--- src/rtl/mips_pkg.sv ---
// Shared MIPS decode constants: HI/LO funct codes, muldiv op encodings and FSM state enum.
package mips_pkg;

    localparam logic [5:0] FUNCT_MFHI  = 6'h10;
    localparam logic [5:0] FUNCT_MTHI  = 6'h11;
    localparam logic [5:0] FUNCT_MFLO  = 6'h12;
    localparam logic [5:0] FUNCT_MTLO  = 6'h13;
    localparam logic [5:0] FUNCT_MULT  = 6'h18;
    localparam logic [5:0] FUNCT_MULTU = 6'h19;
    localparam logic [5:0] FUNCT_DIV   = 6'h1a;
    localparam logic [5:0] FUNCT_DIVU  = 6'h1b;

    typedef enum logic [1:0] {
        MD_MULT  = 2'd0,
        MD_MULTU = 2'd1,
        MD_DIV   = 2'd2,
        MD_DIVU  = 2'd3
    } md_op_e;

    typedef enum logic [1:0] {
        MD_IDLE  = 2'd0,
        MD_RUN   = 2'd1,
        MD_FIXUP = 2'd2
    } md_state_e;

    function automatic logic md_op_signed(input md_op_e o);
        return (o == MD_MULT) || (o == MD_DIV);
    endfunction

    function automatic logic md_op_is_div(input md_op_e o);
        return (o == MD_DIV) || (o == MD_DIVU);
    endfunction

endpackage

--- src/rtl/muldiv.sv ---
// Iterative HI/LO multiply/divide unit: radix-2 shift-add multiply, restoring divide.
// Divide datapath is present only when MULDIV_DIV_EN is defined.
//
// state    | meaning
// ---------+-----------------------------------------------------------
// MD_IDLE  | waiting; mthi/mtlo write HI/LO, start latches operands
// MD_RUN   | WORD_SIZE radix-2 steps, counter counts down to zero
// MD_FIXUP | sign correction, HI/LO written, done pulsed
module muldiv
    import mips_pkg::*;
#(
    parameter int WORD_SIZE = 32
) (
    input  logic                 clk,
    input  logic                 rst,
    input  logic                 start,
    input  logic [1:0]           op,
    input  logic [WORD_SIZE-1:0] rs_data,
    input  logic [WORD_SIZE-1:0] rt_data,
    input  logic                 mthi,
    input  logic                 mtlo,
    output logic                 busy,
    output logic                 done,
    output logic [WORD_SIZE-1:0] hi,
    output logic [WORD_SIZE-1:0] lo
);

    localparam int               CNT_W    = $clog2(WORD_SIZE + 1);
    localparam logic [CNT_W-1:0] CNT_LOAD = CNT_W'(WORD_SIZE);

    md_state_e            state;
    logic [CNT_W-1:0]     cnt;
    logic [WORD_SIZE-1:0] acc;
    logic [WORD_SIZE-1:0] ql;
    logic [WORD_SIZE-1:0] bm;
    logic                 sign_a;
    logic                 sign_b;
`ifdef MULDIV_DIV_EN
    logic                 is_div;
    logic                 div_zero;
`endif

    function automatic logic [WORD_SIZE-1:0] neg_w(input logic [WORD_SIZE-1:0] x);
        return ~x + WORD_SIZE'(1);
    endfunction

    md_op_e               op_in;
    logic                 op_signed;
    logic                 a_neg;
    logic                 b_neg;
    logic                 op_ok;
    logic [WORD_SIZE-1:0] a_mag;
    logic [WORD_SIZE-1:0] b_mag;

    assign op_in     = md_op_e'(op);
    assign op_signed = md_op_signed(op_in);
    assign a_neg     = op_signed & rs_data[WORD_SIZE-1];
    assign b_neg     = op_signed & rt_data[WORD_SIZE-1];
    assign a_mag     = a_neg ? neg_w(rs_data) : rs_data;
    assign b_mag     = b_neg ? neg_w(rt_data) : rt_data;
`ifdef MULDIV_DIV_EN
    assign op_ok     = 1'b1;
`else
    assign op_ok     = !md_op_is_div(op_in);
`endif

    assign busy = (state != MD_IDLE);

    // multiply: acc holds the running upper half, ql shifts the multiplier out and product bits in
    logic [WORD_SIZE:0] mul_sum;
    assign mul_sum = {1'b0, acc} + (ql[0] ? {1'b0, bm} : '0);

`ifdef MULDIV_DIV_EN
    // divide: acc is the partial remainder, ql shifts the dividend out and quotient bits in
    logic [WORD_SIZE:0] div_shift;
    logic [WORD_SIZE:0] div_diff;
    assign div_shift = {acc, ql[WORD_SIZE-1]};
    assign div_diff  = div_shift - {1'b0, bm};
`endif

    logic [2*WORD_SIZE-1:0] prod_raw;
    logic [2*WORD_SIZE-1:0] prod_fix;
    logic [WORD_SIZE-1:0]   res_hi;
    logic [WORD_SIZE-1:0]   res_lo;

    assign prod_raw = {acc, ql};

    always_comb begin
        prod_fix = (sign_a ^ sign_b) ? (~prod_raw + (2*WORD_SIZE)'(1)) : prod_raw;
        res_hi   = prod_fix[2*WORD_SIZE-1:WORD_SIZE];
        res_lo   = prod_fix[WORD_SIZE-1:0];
`ifdef MULDIV_DIV_EN
        if (is_div) begin
            // with a zero divisor the remainder path already reproduces rs_data
            res_hi = sign_a ? neg_w(acc) : acc;
            res_lo = div_zero ? '1 : ((sign_a ^ sign_b) ? neg_w(ql) : ql);
        end
`endif
    end

    always_ff @(posedge clk) begin
        if (rst) begin
            state    <= MD_IDLE;
            cnt      <= '0;
            done     <= 1'b0;
            hi       <= '0;
            lo       <= '0;
            acc      <= '0;
            ql       <= '0;
            bm       <= '0;
            sign_a   <= 1'b0;
            sign_b   <= 1'b0;
`ifdef MULDIV_DIV_EN
            is_div   <= 1'b0;
            div_zero <= 1'b0;
`endif
        end else begin
            done <= 1'b0;
            case (state)
                MD_IDLE: begin
                    if (mthi) hi <= rs_data;
                    if (mtlo) lo <= rs_data;
                    if (start && op_ok) begin
                        sign_a   <= a_neg;
                        sign_b   <= b_neg;
                        ql       <= a_mag;
                        bm       <= b_mag;
                        acc      <= '0;
                        cnt      <= CNT_LOAD;
`ifdef MULDIV_DIV_EN
                        is_div   <= md_op_is_div(op_in);
                        div_zero <= (rt_data == '0);
`endif
                        state    <= MD_RUN;
                    end else if (start) begin
                        done <= 1'b1;
                    end
                end
                MD_RUN: begin
                    if (cnt != '0) begin
                        cnt <= cnt - CNT_W'(1);
`ifdef MULDIV_DIV_EN
                        if (is_div) begin
                            if (!div_diff[WORD_SIZE]) begin
                                acc <= div_diff[WORD_SIZE-1:0];
                                ql  <= {ql[WORD_SIZE-2:0], 1'b1};
                            end else begin
                                acc <= div_shift[WORD_SIZE-1:0];
                                ql  <= {ql[WORD_SIZE-2:0], 1'b0};
                            end
                        end else begin
                            acc <= mul_sum[WORD_SIZE:1];
                            ql  <= {mul_sum[0], ql[WORD_SIZE-1:1]};
                        end
`else
                        acc <= mul_sum[WORD_SIZE:1];
                        ql  <= {mul_sum[0], ql[WORD_SIZE-1:1]};
`endif
                    end else begin
                        state <= MD_FIXUP;
                    end
                end
                MD_FIXUP: begin
                    hi    <= res_hi;
                    lo    <= res_lo;
                    done  <= 1'b1;
                    state <= MD_IDLE;
                end
                default: begin
                    state <= MD_IDLE;
                end
            endcase
        end
    end

endmodule

--- config.mk ---
export PLATFORM = sky130hd
export DESIGN_NAME = muldiv
export DESIGN_NICKNAME = d
export VERILOG_FILES = /design/src/rtl/mips_pkg.sv /design/src/rtl/muldiv.sv
export SDC_FILE = /design/constraint.sdc
export NUM_CORES = 1
export LEC_CHECK = 0
export CAP_MARGIN = 5
export CORE_MARGIN = 10
export CORE_UTILIZATION = 59
export CTS_BUF_LIST = sky130_fd_sc_hd__clkbuf_2
export CTS_CLUSTER_DIAMETER = 80
export CTS_CLUSTER_SIZE = 40
export DETAILED_ROUTE_END_ITERATION = 10
export DONT_BUFFER_PORTS = 1
export PLACE_DENSITY = 0.83
export SLEW_MARGIN = 25
export SYNTH_ARGS = -nofsm -noshare
export SYNTH_HDL_FRONTEND = slang
export SYNTH_SLANG_ARGS = --single-unit
--- constraint.sdc ---
create_clock -name clk -period 3.2 [get_ports clk]
set_input_delay 0.48 -clock clk [delete_from_list [all_inputs] [get_ports clk]]
set_output_delay 0.48 -clock clk [all_outputs]
set_load 0.1 [all_outputs]
==> results of run 1 <==
-- stage by stage --
step,power (mW),cell area [um2],utilization (%),std cells
finish,5.47,12700,67.7,1811
global route,5.65,12700,67.7,1811
CTS,5.40,12700,67.6,1809
detailed placement,4.18,11800,62.6,1706
global placement,4.15,11800,62.6,1706
floorplan,3.82,11300,-,1491
-- how the worst min path moves through the flow --
stage                     cells past startpoint           startpoint                   to  slack [ns]
final                                         3          rs_data[26]  hi[26]$_SDFFE_PP0P_        0.02
after global placement                        2  bm[31]$_SDFFE_PP0P_  bm[31]$_SDFFE_PP0P_        0.43
after detailed placement                      2  bm[28]$_SDFFE_PP0P_  bm[28]$_SDFFE_PP0P_        0.44
after floorplan                               2  bm[31]$_SDFFE_PP0P_  bm[31]$_SDFFE_PP0P_        0.42
after CTS                                     3                op[0]  sign_b$_SDFFE_PP0P_       0.001
after global routing                          3          rs_data[26]  hi[26]$_SDFFE_PP0P_        0.02
-- layout make-up --
| class | instances | area (um2) | share of cell area, % |
|---|---|---|---|
| multi-input cells | 1193 | 7480 | 58.7 |
| flip-flops and latches | 171 | 3420 | 26.9 |
| repair buffers | 131 | 1220 | 9.56 |
| well taps | 260 | 325 | 2.55 |
| clock inverters | 13 | 118 | 0.923 |
| clock buffers | 19 | 95.1 | 0.746 |
| inverters | 23 | 86.3 | 0.677 |
| diodes | 1 | 2.50 | 0.0196 |
-- cell usage after synthesis (8+ instances only) --
cell type  count
ha_1          37
nor3_1        45
nand4_1       11
and3_1         8
a22oi_1       39
a31oi_1       25
xnor2_1       69
o22ai_1       19
a41oi_1        8
nand2b_1      17
o41ai_1       10
a211oi_1      35
xor2_1        70
o31ai_1       22
or4_1         16
o21ai_0       80
or3_1         17
nor4_1        15
nand2_1      142
a21oi_1      143
buf_1          9
dfxtp_1      171
clkbuf_1      90
a21o_1        20
inv_1         23
nand3_1       31
nor2b_1       11
and2_1        33
nor2_1       160
-- per-layer routing --
layer	track usage (%)	vias to the layer above
met3	10.9	98
met5	0	-
li1	-	5515
met4	10.7	0
met2	48.4	831
met1	43.0	5636
-- flip-flops by register name (all words and copies together), names as in the netlist --
register  count
acc          32
bm           32
hi           32
lo           32
ql           32
cnt           6
state         2
done          1
sign_a        1
sign_b        1
-- power by group through the flow --
stage          Combinational [mW]  Sequential, mW  Clock (mW)
6_report                     1.43            2.91        1.13
2_1_floorplan               0.865            2.96           0
4_1_cts                      1.37            2.90        1.13
3_5_place_dp                 1.23            2.94           0
3_3_place_gp                 1.21            2.94           0
5_1_grt                      1.51            2.93        1.21
-- cell families after synthesis --
family,after synthesis,synth area share [%]
XOR/XNOR,139,10.7
adder cells (fa/ha/maj),38,4.26
buffers and inverters,127,4.26
multiplexers,4,0.375
flip-flops,171,30.2
AND/OR/NAND/NOR,547,24.0
AO/OA/AOI/OAI,465,26.2
-- timing repair --
action / in CTS / in global routing
gates resized for setup: 0 / 1
setup endpoints to repair: 0 / 1
setup buffers: 0 / 0
endpoints found under the hold margin: 153 / 1
hold buffers: 71 / 1
-- worst max-delay path: stages (launching register included) --
cell	delay, ns
dfxtp_1	0.40
buf_12	0.16
and2_1	0.15
ha_1	0.34
a21o_1	0.22
a31o_2	0.23
o2111ai_1	0.31
a41o_1	0.33
nor3_1	0.10
or4_1	0.49
a32o_1	0.26
==> results list, run 1 <==
- Outcome: complete, no violations
* Switching Power: approximately 2.4 mW
- Die extent in y: approximately 160 um
- Max layer used: met4
- In the detailed route, the total length drawn on met2 is 18000 um.
* Worst-case clock buffer depth: 2
* Number of setup violations in the final report: 0
* Total of warnings raised by yosys: 0
* Part of the cycle the worst path needs: about 96%
- In this run the tightest slew margin relative to its limit is 21.4%.
- STA classifies the critical path startpoint as a register.
- Synth top area share: between 30% and 40%
- In this run the worst setup path begins at ql[0]$_SDFFE_PP0P_.
* CTS tree: built
- The number of pins with negative max-slew slack in the final report was 0.
- Dividing total power by cell area gives a power density of 429 nW/um2.
* Latest clock arrival within the worst-skew pair: ~0.81 ns
- Synth Flop Type: dfxtp_1
* Sw Share: roughly 44%
* Synth cell types: 72
* R2r setup slk: between 0.1 and 0.15 ns
* Dominant cell type by area after synthesis: dfxtp_1
* Crit-path max FO: 29
- Measured along the x axis, the die boundary spans between 150 and 200 um.
- The final layout contains between 1.5k and 2k nets.
- Post-placement setup slack: 0.242 ns
* Number of hold violations in the final report: 0
* Number of flip-flops and latches in the synthesized netlist: roughly 170
* Endpoint of the worst register-to-register path: acc[24]$_SDFFE_PP0P_
* Setup slack of the critical path after layout: 0.140 ns
- Critical path type: reg -> reg
- HPWL after DPL: between 20000 and 30000 um
- Least-Margin Pin Slew: 1.17 ns
- The smallest clock period supported by the final layout is computed as between 3 and 4 ns.
* Top-Level Pins: 137
- Summed over all cells, the static leakage comes to between 4 and 5 nW.
- Achievable frequency: about 330 MHz
* Comb power frac: approximately a quarter
- After detailed routing, the average wire length per cell comes to around 23 um.
- Global routing used around a third of the available tracks across all layers.
- Setup repair after global routing left no endpoint under its margin.
* Global-route wire length before repair: ~64000 um
- In this run the critical register-to-register path is launched from ql[0]$_SDFFE_PP0P_.
- Grt total ovfl: 0
- Data required, critical path: 3.92 ns
* Post-synthesis cell count: between 1k and 1.5k
- The worst setup path is captured at a register.
* Fraction of registers with async set/reset: 0%
- Dividing the synthesized area by the synthesized cell count gives 7.60 um2.
- Number of iterations in the first detailed-routing pass: 8
* Antenna violations before repair: 3
- The region available for standard cell placement spans 18800 um2.
* Final TNS setup: 0 ns
* Filler cell count: between 1.5k and 2k
- Worst-case vdd ir drop: about 0.00041 V
* Critical Path AT: about 3.8 ns
- Once detail routing completed, the nets flagged for antenna violations numbered 0.
- Entering global routing, the biggest net connects 150 pins.
- Across all layers, the routed design uses 12.1k vias.
- Cell internal pwr: 3.08 mW
- Clock-pin slew was measured on the worst setup and hold paths at 0.25 ns.
- In the final layout, the share of cells above drive strength 1 is 7.94%.
- Summed over all nets, wire length on met3 after detailed routing comes to 6150 um.
* Total die area: 25200 um2
- Clk sink count: roughly 170
* Met1 Wirelength: approximately 17000 um
- Worst setup path endpoint: acc[24]$_SDFFE_PP0P_
- For this block, the routed nets add up to around 42000 um of wire.
- Buffers added on ports: 0
- The tree is rooted in a clkbuf_2.
- Worst clock skew: 0.0369 ns
* Leading cell type in the layout, fill and taps excluded: dfxtp_1
- Main area contributors after synthesis: dfxtp_1 (30%), a21oi_1 (6.3%), xor2_1 (5.4%), xnor2_1 (5.3%), nor2_1 (5.3%)
- Effective utilization at floorplan: 60.2%
- Hold crit path type: in -> reg
* CTS buffer count: 17
- In this run, flip-flops and latches consume 53.2% of the power.
* H-tree depth: 4
- From synthesis to final layout, the design area changed by 12.4%.
- Top library cells by usage in the layout, fill and taps aside: dfxtp_1 (171), nor2_1 (159), nand2_1 (142), a21oi_1 (142), o21ai_0 (80)
- The initialized floorplan defines 50 standard-cell rows.
- The number of nets in the synthesized netlist is ~1.6k.
* Vias in the first global route: around 11k
- Number of enable flip-flop cells after synthesis: 0
* Post-DR vias/cell: 6.67
* Initial DRC Count: roughly 1.6k
- Worst Reg-to-Reg Cells: 10
* RePlAce Congestion: roughly 1
- Hold timing on the final database bottoms out at a slack of roughly 0.022 ns.
- The synthesized netlist occupies a cell area of about 11000 um2.
- Maximum capacitance violations: 0
- Sequential fraction of the synthesis area: 30.2%
- Post-route DRC: 0
- Power share of the clock group: between 20% and 30%
Power figures use the tool's default switching activity.
==> inputs of run 2 (changes only) <==
--- a/config.mk
+++ b/config.mk
@@ -14,6 +14,7 @@
 export DETAILED_ROUTE_END_ITERATION = 10
 export DONT_BUFFER_PORTS = 1
 export PLACE_DENSITY = 0.83
+export RECOVER_POWER = 50
 export SLEW_MARGIN = 25
 export SYNTH_ARGS = -nofsm -noshare
 export SYNTH_HDL_FRONTEND = slang
==> run 2 against run 1 <==
Compared with the run above: critical path depth is 4 lower; maximum frequency decreased by 0.64%; register-to-register slack lost 0.02 ns; design area decreased by 0.29%; first-iteration DRC count down 6.9%; routed wire length fell by 0.30%; flip-flop and latch count stayed put; via count is 0.57% lower; global-route usage unchanged; combinational power barely moved; critical path type unchanged.
==> results list, run 2 (same netlist as run 1, synthesis figures left out) <==
* Largest delay contributor family on the critical path: simple AND/OR/NAND/NOR gates
- Worst Setup Start Kind: register
* CTS buffer count: 17
- Combinational logic is responsible for approximately a quarter of the overall power.
* CTS root buffer: clkbuf_2
* Power share of the clock group: approximately 21%
* Top-Level Pins: 137
- Critical path type: reg -> reg
- Data on the critical path arrives at its endpoint at between 3 and 4 ns.
- Top library cells by usage in the layout, fill and taps aside: dfxtp_1 (171), nor2_1 (160), nand2_1 (142), a21oi_1 (142), o21ai_0 (80)
- The internal power of the cells totals between 3 and 4 mW.
- H-tree depth: 4
- Crit-path max FO: 6
- Max transition margin: between 1 and 1.5%
* Worst-case clock buffer depth: 2
- Max-cap violations in this run came to 0.
* Vias in the first global route: 11.1k
- The flow ran to the end, and the final reports show no timing, DRC or antenna violations.
- Setup repair after global routing left no endpoint under its margin.
- HPWL after DPL: a little under 30000 um
* Number of setup violations in the final report: 0
- For the pin with the worst max-slew slack, the measured transition is about 1.5 ns.
- Buffers added on ports: 0
* Die extent in y: 159 um
- Final Max Slew Viols: 0
* Final TNS setup: 0 ns
- For this run, design rule violations remaining after detail routing come to 0.
- Global routing consumed, over all layers together, between 30% and 40% of the routing resources.
- For this block, the routed nets add up to between 40000 and 50000 um of wire.
- Derived from the worst setup path, the maximum achievable clock frequency is 325 MHz.
- Clock slew at the register clock pins of the worst setup and hold paths: around 0.28 ns
- Number of hold violations in the final report: 0
* Maximum number of pins on one net before global-route repair: 150
- The first global-routing pass estimated ~64000 um of wire.
* Post-detailed-route count of antenna-violating nets: 0
* Final hold slack: approximately 0.029 ns
* Post-DR vias/cell: approximately 6.6
* Worst-case vdd ir drop: just over 0.0004 V
- Leading cell type in the layout, fill and taps excluded: dfxtp_1
* Grt total ovfl: 0
- Cell with the most instances on the worst path: or3_1
- The filler cells instantiated in the layout total 1603.
* Register share of total power: 53.3%
* Cell with the biggest individual delay on the critical path: nor4_1
* Critical Path End Type: register
* Effective utilization at floorplan: about 60%
* Critical path's largest stage delay: about 0.63 ns
- DIE WIDTH: roughly 160 um
* Sw Share: around 44%
- Power per Cell Area: 429 nW/um2
* Antenna violations before repair: 3
* Hold crit path type: in -> reg
* Chain of cells forming the critical path: or3_1, nor4_1, a41oi_1, or3_1, a21oi_1, a2111oi_0
- Latest clock arrival within the worst-skew pair: about 0.81 ns
- Number of iterations in the first detailed-routing pass: 9
- Of the cells placed in the final design, the portion with a size suffix greater than 1 is 7.10%.
* Minimum clock period: 3.08 ns
- Worst clock skew: approximately 0.040 ns
- Total die area: 25200 um2
* Routed wirelength normalized by instance count: 23.2 um
- The congestion estimate from routability-driven global placement came to 0.998.
* Switching Power: 2.39 mW
- Number of buffer and inverter instances along the worst setup path: 0
* Placeable Area: ~19000 um2
* Overall via count from detail_route: around 12k
* Leakage power figure: around 4.8 nW
- CTS tree: built
- Placement row count: 50
- Data required, critical path: 3.88 ns
- Clock tree synthesis found a total of 171 sinks.
- In the finished design, the share of the clock period the worst path needs comes to 96.2%.
- Area overhead of the layout relative to synthesis: 12.1%
- Fin nets: approximately 1.6k
- Initial DRC Count: 1500
run 2: cell count changes in the layout (fill, tap and decap cells not counted), sizes merged:
cell	previous run	this run
buf	60	50
clkbuf	19	29
diode	1	3
run 2: timing repair:
action                                  CTS  global route
endpoints found under the setup margin    0             1
hold buffers                             71             1
resized for setup                         0             1
buffers inserted                          0             0
hold endpoints to repair                153             1
run 2: power groups by stage:
| stage | registers (mW) | clock network (mW) | logic, mW |
|---|---|---|---|
| 2_1_floorplan | 2.96 | 0 | 0.865 |
| 3_3_place_gp | 2.94 | 0 | 1.21 |
| 3_5_place_dp | 2.94 | 0 | 1.23 |
| 4_1_cts | 2.90 | 1.13 | 1.37 |
| 5_1_grt | 2.93 | 1.21 | 1.50 |
| 6_report | 2.91 | 1.13 | 1.42 |
run 2: final timing paths:
check	start	endpoint	slack, ns	cells past startpoint
worst max register to register	ql[2]$_SDFFE_PP0P_	hi[5]$_SDFFE_PP0P_	0.12	6
worst min register to register	bm[28]$_SDFFE_PP0P_	bm[28]$_SDFFE_PP0P_	0.47	2
worst max-delay path	ql[2]$_SDFFE_PP0P_	hi[5]$_SDFFE_PP0P_	0.12	6
worst min-delay path	rs_data[26]	hi[26]$_SDFFE_PP0P_	0.03	3
run 2: per-layer routing:
layer  global-route usage, %  wire (um)  share of wire, %
met5                       0          0                 0
met3                    10.9       6250                15
met1                    43.0      16700                40
met4                    10.7       1350               3.2
met2                    48.4      17800                42
run 2: area by class of cell:
cell class,instances,area (um2),share of cell area (%)
clock buffers,19,95.1,0.748
multi-input cells,1193,7470,58.8
repair buffers,131,1180,9.31
well taps,260,325,2.56
clock inverters,13,118,0.925
inverters,23,86.3,0.679
flip-flops and latches,171,3420,26.9
diodes,3,7.51,0.0591
run 2: metrics by stage:
step | cells | util, % | setup WS (ns) | total power [mW] | cell area, um2
after floorplan | 1491 | - | 0.132 | 3.82 | 11300
after global placement | 1706 | 62.6 | 0.325 | 4.15 | 11800
after detailed placement | 1706 | 62.6 | 0.242 | 4.18 | 11800
after CTS | 1809 | 67.6 | 0.187 | 5.40 | 12700
after global routing | 1811 | 67.5 | 0.00298 | 5.64 | 12700
final | 1813 | 67.5 | 0.120 | 5.45 | 12700
run 2: worst reg2reg max path, cell delays in order, from the launching register on:
cell       delay, ns
dfxtp_1         0.42
or3_1           0.48
nor4_1          0.63
a41oi_1         0.42
or3_1           0.45
a21oi_1         0.42
a2111oi_0       0.13
